$ cat src/rtl/ysyx_23060075_lsu_bus.sv
// ysyx_23060075_lsu_bus: multi-cycle load/store unit between EXU and WBU.
// Accepts one op at a time, issues a single request on a req/resp bus,
// waits for the response (with optional timeout) and extends load data.
// Optional feature macro: YSYX_23060075_LSU_MISALIGN_CHECK_EN -- when defined,
// ops whose address is not size-aligned fault immediately without a bus request.
module ysyx_23060075_lsu_bus #(
    parameter int XLEN        = 32,
    parameter int ADDR_W      = 32,
    parameter int TIMEOUT_CYC = 255
) (
    input  logic              clk,
    input  logic              rst,
    input  logic              in_valid,
    output logic              in_ready,
    input  logic [ADDR_W-1:0] in_addr,
    input  logic [XLEN-1:0]   in_wdata,
    input  logic [2:0]        in_funct3,
    input  logic              in_r_en,
    input  logic              in_w_en,
    output logic              out_valid,
    input  logic              out_ready,
    output logic [XLEN-1:0]   out_rdata,
    output logic              out_err,
    output logic              req_valid,
    input  logic              req_ready,
    output logic              req_we,
    output logic [ADDR_W-1:0] req_addr,
    output logic [XLEN-1:0]   req_wdata,
    output logic [XLEN/8-1:0] req_wstrb,
    input  logic              resp_valid,
    input  logic [XLEN-1:0]   resp_rdata,
    input  logic              resp_err
);
    localparam int NB = XLEN / 8;
    localparam int OW = $clog2(NB);
    // Counter is wide enough to hold TIMEOUT_CYC; one extra bit for the incremented compare.
    localparam int CW = (TIMEOUT_CYC > 0) ? $clog2(TIMEOUT_CYC + 1) : 1;
    localparam logic [CW:0] TO_VAL = TIMEOUT_CYC[CW:0];

    typedef enum logic [1:0] {IDLE, REQ, WAIT, DONE} state_t;

    state_t          state;
    logic [CW-1:0]   cnt;
    logic [CW:0]     cnt_inc;
    logic [OW-1:0]   cur_off;
    logic [1:0]      cur_size;
    logic            cur_uns;

    // Decoded view of the incoming op.
    logic [OW-1:0]   in_off;
    logic [1:0]      in_size;
    logic            in_uns;
    logic [NB-1:0]   in_mask;
    logic [NB-1:0]   in_strb;
    logic [XLEN-1:0] in_wshift;
    logic [XLEN-1:0] ld_shift;
    logic [XLEN-1:0] ld_ext;
`ifdef YSYX_23060075_LSU_MISALIGN_CHECK_EN
    logic [OW-1:0]   align_mask;
    logic            misaligned;
`endif

    // Decode access size/signedness and build the aligned store data and strobes.
    always_comb begin
        in_off  = in_addr[OW-1:0];
        in_size = in_funct3[1:0];
        in_uns  = in_funct3[2];
        // 111 is undefined and D/WU do not exist on a 32-bit datapath: fall back to W.
        if (in_funct3 == 3'b111) begin
            in_size = 2'd2;
            in_uns  = 1'b0;
        end
        if (XLEN == 32 && in_size == 2'd3) in_size = 2'd2;
        unique case (in_size)
            2'd0:    in_mask = NB'(8'h01);
            2'd1:    in_mask = NB'(8'h03);
            2'd2:    in_mask = NB'(8'h0F);
            default: in_mask = NB'(8'hFF);
        endcase
        // Bytes past the end of the word fall off the top of the strobe.
        in_strb   = in_mask << in_off;
        in_wshift = in_wdata << {in_off, 3'b000};
    end

`ifdef YSYX_23060075_LSU_MISALIGN_CHECK_EN
    // Low address bits that must be zero for the decoded access size.
    always_comb begin
        align_mask = OW'((32'd1 << in_size) - 32'd1);
        misaligned = |(in_off & align_mask);
    end
`endif

    // Move the addressed bytes of the response down to bit 0 and extend them.
    always_comb begin
        ld_shift = resp_rdata >> {cur_off, 3'b000};
        unique case (cur_size)
            2'd0:    ld_ext = cur_uns ? XLEN'(ld_shift[7:0])  : XLEN'($signed(ld_shift[7:0]));
            2'd1:    ld_ext = cur_uns ? XLEN'(ld_shift[15:0]) : XLEN'($signed(ld_shift[15:0]));
            2'd2:    ld_ext = cur_uns ? XLEN'(ld_shift[31:0]) : XLEN'($signed(ld_shift[31:0]));
            default: ld_ext = ld_shift;
        endcase
        cnt_inc = {1'b0, cnt} + {{CW{1'b0}}, 1'b1};
    end

    // Control FSM; every port output is a register written here.
    always_ff @(posedge clk) begin
        if (rst) begin
            state     <= IDLE;
            in_ready  <= 1'b1;
            out_valid <= 1'b0;
            out_rdata <= '0;
            out_err   <= 1'b0;
            req_valid <= 1'b0;
            req_we    <= 1'b0;
            req_addr  <= '0;
            req_wdata <= '0;
            req_wstrb <= '0;
            cnt       <= '0;
            cur_off   <= '0;
            cur_size  <= '0;
            cur_uns   <= 1'b0;
        end else begin
            unique case (state)
                IDLE: begin
                    if (in_valid) begin
                        in_ready  <= 1'b0;
                        cur_off   <= in_off;
                        cur_size  <= in_size;
                        cur_uns   <= in_uns;
                        out_rdata <= '0;
                        out_err   <= 1'b0;
                        if (in_r_en && in_w_en) begin
                            state     <= DONE;
                            out_valid <= 1'b1;
                            out_err   <= 1'b1;
                        end else if (!in_r_en && !in_w_en) begin
                            state     <= DONE;
                            out_valid <= 1'b1;
`ifdef YSYX_23060075_LSU_MISALIGN_CHECK_EN
                        end else if (misaligned) begin
                            state     <= DONE;
                            out_valid <= 1'b1;
                            out_err   <= 1'b1;
`endif
                        end else begin
                            state     <= REQ;
                            req_valid <= 1'b1;
                            req_we    <= in_w_en;
                            req_addr  <= {in_addr[ADDR_W-1:OW], {OW{1'b0}}};
                            req_wdata <= in_w_en ? in_wshift : '0;
                            req_wstrb <= in_w_en ? in_strb : '0;
                        end
                    end
                end
                REQ: begin
                    if (req_ready) begin
                        req_valid <= 1'b0;
                        cnt       <= '0;
                        state     <= WAIT;
                    end
                end
                WAIT: begin
                    cnt <= cnt_inc[CW-1:0];
                    // A response in the last allowed cycle still wins over the timeout.
                    if (resp_valid) begin
                        state     <= DONE;
                        out_valid <= 1'b1;
                        out_err   <= resp_err;
                        out_rdata <= (resp_err || req_we) ? '0 : ld_ext;
                    end else if (TIMEOUT_CYC != 0 && cnt_inc == TO_VAL) begin
                        state     <= DONE;
                        out_valid <= 1'b1;
                        out_err   <= 1'b1;
                        out_rdata <= '0;
                    end
                end
                DONE: begin
                    if (out_ready) begin
                        out_valid <= 1'b0;
                        in_ready  <= 1'b1;
                        state     <= IDLE;
                    end
                end
                default: state <= IDLE;
            endcase
        end
    end

endmodule
$ cat config.mk
export PLATFORM = sky130hd
export DESIGN_NAME = ysyx_23060075_lsu_bus
export DESIGN_NICKNAME = d
export VERILOG_FILES = /design/src/rtl/ysyx_23060075_lsu_bus.sv
export SDC_FILE = /design/constraint.sdc
export NUM_CORES = 1
export LEC_CHECK = 0
export ABC_CLOCK_PERIOD_IN_PS = 5300
export BUFFER_PORTS_ARGS = -buffer_cell sky130_fd_sc_hd__buf_2
export CAP_MARGIN = 40
export CORE_AREA = 2 2 121 123
export CTS_CLUSTER_SIZE = 30
export DETAILED_ROUTE_END_ITERATION = 10
export DIE_AREA = 0 0 123 125
export GPL_ROUTABILITY_DRIVEN = 0
export GPL_TIMING_DRIVEN = 0
export PLACE_DENSITY = 0.66
export SLEW_MARGIN = 10
export SYNTH_ARGS = -nofsm -noshare
export SYNTH_HDL_FRONTEND = slang
export SYNTH_SLANG_ARGS = --single-unit
$ cat constraint.sdc
create_clock -name clk -period 5.3 [get_ports clk]
set_input_delay 0.265 -clock clk [delete_from_list [all_inputs] [get_ports clk]]
set_output_delay 0.265 -clock clk [all_outputs]
set_load 0.02 [all_outputs]
==> results.cfg <==
[run_status]
run_status = finished clean

[clocking]
cts_tree = built
root_buffer = clkbuf_16
insertion_delay_ps = 410
cts_buffers = 17
cts_max_level = 4
cts_setup_buffers = 0
worst_setup_hold_path_clk_slew_ps = 60
hold_buffers = 0
tritoncts_num_sinks = 118
clockBufferDepth = 2
post_cts_resize_count = 0

[synthesis]
ys_ff_latch = 118
dominantRegCellSynth = dfxtp_1
synth_top_family_by_area = simple AND/OR/NAND/NOR gates
synthesis.area_um2 = 5820
ys_types = 61
yosysSeqAreaShare = 0.406
synthXorXnorAreaFrac = 0.00150
synth_most_common_cell = dfxtp_1
netlist.top_cell.by_area = dfxtp_1
synth-simple-area-share = 0.213
yosys_warnings = 0
synth.top_cell.area_share = 0.406
synth.cells.most_frequent = dfxtp_1 (118), nand2_1 (100), a21oi_1 (74), nor2_1 (61), mux2i_1 (34)
synth_enable_flop_cells = 0
post_synth_inst_count = 693
synth_compound_area_frac = 0.188
fraction_of_registers_with_async_set_or_reset_after_synthesis = 0
adder_cell_share_of_the_synthesized_area = 0.0172
post_synth_main_area_contributors = dfxtp_1 (41%), nand2_1 (6.4%), a21oi_1 (6.4%)
syn-mean-instance-area_um2 = 8.40
portion_of_netlist_area_occupied_by_mux_cells = 0.117

[finish]
number_of_filler_cells_placed_in_the_layout = 1425
final_core_util = 0.538
post_route_cells_drive_above_1_share = 0.329
area_growth_pct = 31.2
finalNetCount = 1038
antennaDiodeCount = 0

[routing]
drc_violations_left = 0
drt-initial-drc-count = 413
postRouteAntennaNets = 0
route.detailed.vias_per_inst = 5.38
vias = 6002
detailedRoute.firstPassIterationCount = 5
postRouteWirelength_mm = 18.5
routedWlPerCell_um = 16.6

[floorplanning]
initial_utilization = 0.410
row_count = 44
top_level_ports = 213
core_area_um2 = 14200
die_span_in_y_um = 125
chipWidth_um = 123
fp.dieArea_um2 = 15400

[sta]
fin_tns_setup_ps = 0
slew_headroom = 0.557
timing.final.crit_period_ps = 2270
max_freq_mhz = 440
post-route-worst-setup-slack_ps = 3030
timing_hold_violations_final = 0
grt_setup_unrepaired = no
setup_violations = 0
final_max_slew_viol_count = 0
finClkSkew_ps = 10.4
min_period_over_period = 0.428
max_slew.worst_pin.slew_ps = 665

[placement]
port_bufs = 209
dp.final_hpwl_mm = 13.8
post_place_setup_slack_ps = 3000

[power_and_ir_drop]
power_frac_comb = 0.355
post-layout-total-power_mw = 3.28
p_clk_frac = 0.316
power.sequential.fraction = 0.329
power.leakage_nw = 3.39
vdd.ir_drop.worst_v = 0.000230
power.switching_mw = 1.21
p_int_mw = 2.07
p_sw_frac = 0.369
power.density_nw_per_um2 = 429

[grt]
grt-ovfl-total = 0
grt_pass1_vias = 5622
grt_antenna_before_repair = 2
first_pass_grt_wire_length_mm = 28.9
grt_start_max_net_pins = 17
grtUsageTotal = 0.239

[min_path]
hold_path_class = input pin to flop

[worst_setup_path]
crit_chain = inv_1 -> ha_1 -> nand2_1 -> o21ai_1 -> o211ai_2 -> buf_2 -> a2111oi_0 -> nor3_1
start_kind = flop
criticalPathCategory = flop to flop
cp-end-kind = flop
slowest_delay_ps = 480
cpMaxStageDelayCell = a2111oi_0
worst_ep_arrival_time_ps = 2550
critical_path.max_fanout = 10
worst-endpoint-required_ps = 5580

[flow_run]
max_cap_viol_count = 0
registers in the layout, summed over array words and instances (netlist names):
name / flops
cnt: 8
cur_off: 2
cur_size: 2
cur_uns: 1
in_ready: 1
out_err: 1
out_rdata: 32
out_valid: 1
req_addr: 30
req_valid: 1
req_wdata: 32
req_we: 1
req_wstrb: 4
state: 2
final cells by class:
type / instances / area [µm²] / area share
multi-input combinational: 510 / 3140 / 0.411
sequential: 118 / 2360 / 0.309
timing repair buffer: 209 / 1050 / 0.137
clock buffer: 22 / 484 / 0.0634
buffer: 56 / 292 / 0.0382
tap: 184 / 230 / 0.0301
clock inverter: 7 / 50.0 / 0.00655
inverter: 10 / 37.5 / 0.00491
kinds of logic (layout without fill, tap and decap cells):
logic type               Yosys count  count (layout)
XOR/XNOR                           1               1
AO/OA/AOI/OAI                    175             175
buffers and inverters             66             304
other                              1               2
AND/OR/NAND/NOR                  261             261
adder cells (fa/ha/maj)            8               8
multiplexers                      63              63
flip-flops                       118             118
power groups by stage:
| stage | Sequential (mW) | Combinational, mW | Clock [mW] |
|---|---|---|---|
| floorplan | 1.20 | 0.688 | 0 |
| global placement | 1.09 | 1.14 | 0 |
| detailed placement | 1.09 | 1.15 | 0 |
| CTS | 1.08 | 1.16 | 1.05 |
| global route | 1.09 | 1.28 | 1.09 |
| finish | 1.08 | 1.16 | 1.04 |
through the flow:
stage	hold slack, ps	cells	area, µm²
global route	85.9	1116	7640
CTS	72.5	1116	7640
floorplan	401	694	5830
detailed placement	445	1087	7100
finish	86.8	1116	7640
global placement	440	1087	7100
layout by cell type (no fill, tap or decap), drive strengths merged, types with 11 or more instances in the layout:
cell / netlist / final
a21oi: 74 / 74
a22oi: 33 / 33
buf: 31 / 240
clkbuf: 25 / 47
dfxtp: 118 / 118
mux2: 28 / 28
mux2i: 34 / 34
nand2: 102 / 102
nand3: 17 / 17
nand4: 13 / 13
nor2: 62 / 62
nor2b: 11 / 11
nor3: 23 / 23
o21ai: 33 / 33
layer usage:
metal / vias to the layer above / track usage / wire (µm)
met3: 29 / 0.0803 / 1890
met2: 277 / 0.368 / 8200
li1: 2937 / - / -
met4: 4 / 0.0782 / 371
met5: - / 0 / 18
met1: 2755 / 0.316 / 8050
critical path, delay by kind of cell (launching register included):
kind / cells / cell delay (ps)
DFF: 1 / 320
and+or+nand+nor: 2 / 310
buffers and inverters: 2 / 340
AOI/OAI and AO/OA: 3 / 860
adders and majority gates: 1 / 290
final timing paths:
check                                          startpoint                    endpoint  slack [ps]  cells past startpoint
worst max-delay path                state[1]$_SDFFE_PP0P_  out_rdata[27]$_SDFFE_PP0P_        3030                      8
worst min-delay path                           in_addr[9]    req_addr[9]$_SDFFE_PP0P_          90                      3
worst max register to register      state[1]$_SDFFE_PP0P_  out_rdata[27]$_SDFFE_PP0P_        3030                      8
worst min register to register  req_addr[15]$_SDFFE_PP0P_   req_addr[15]$_SDFFE_PP0P_         450                      2
Power figures use the tool's default switching activity.
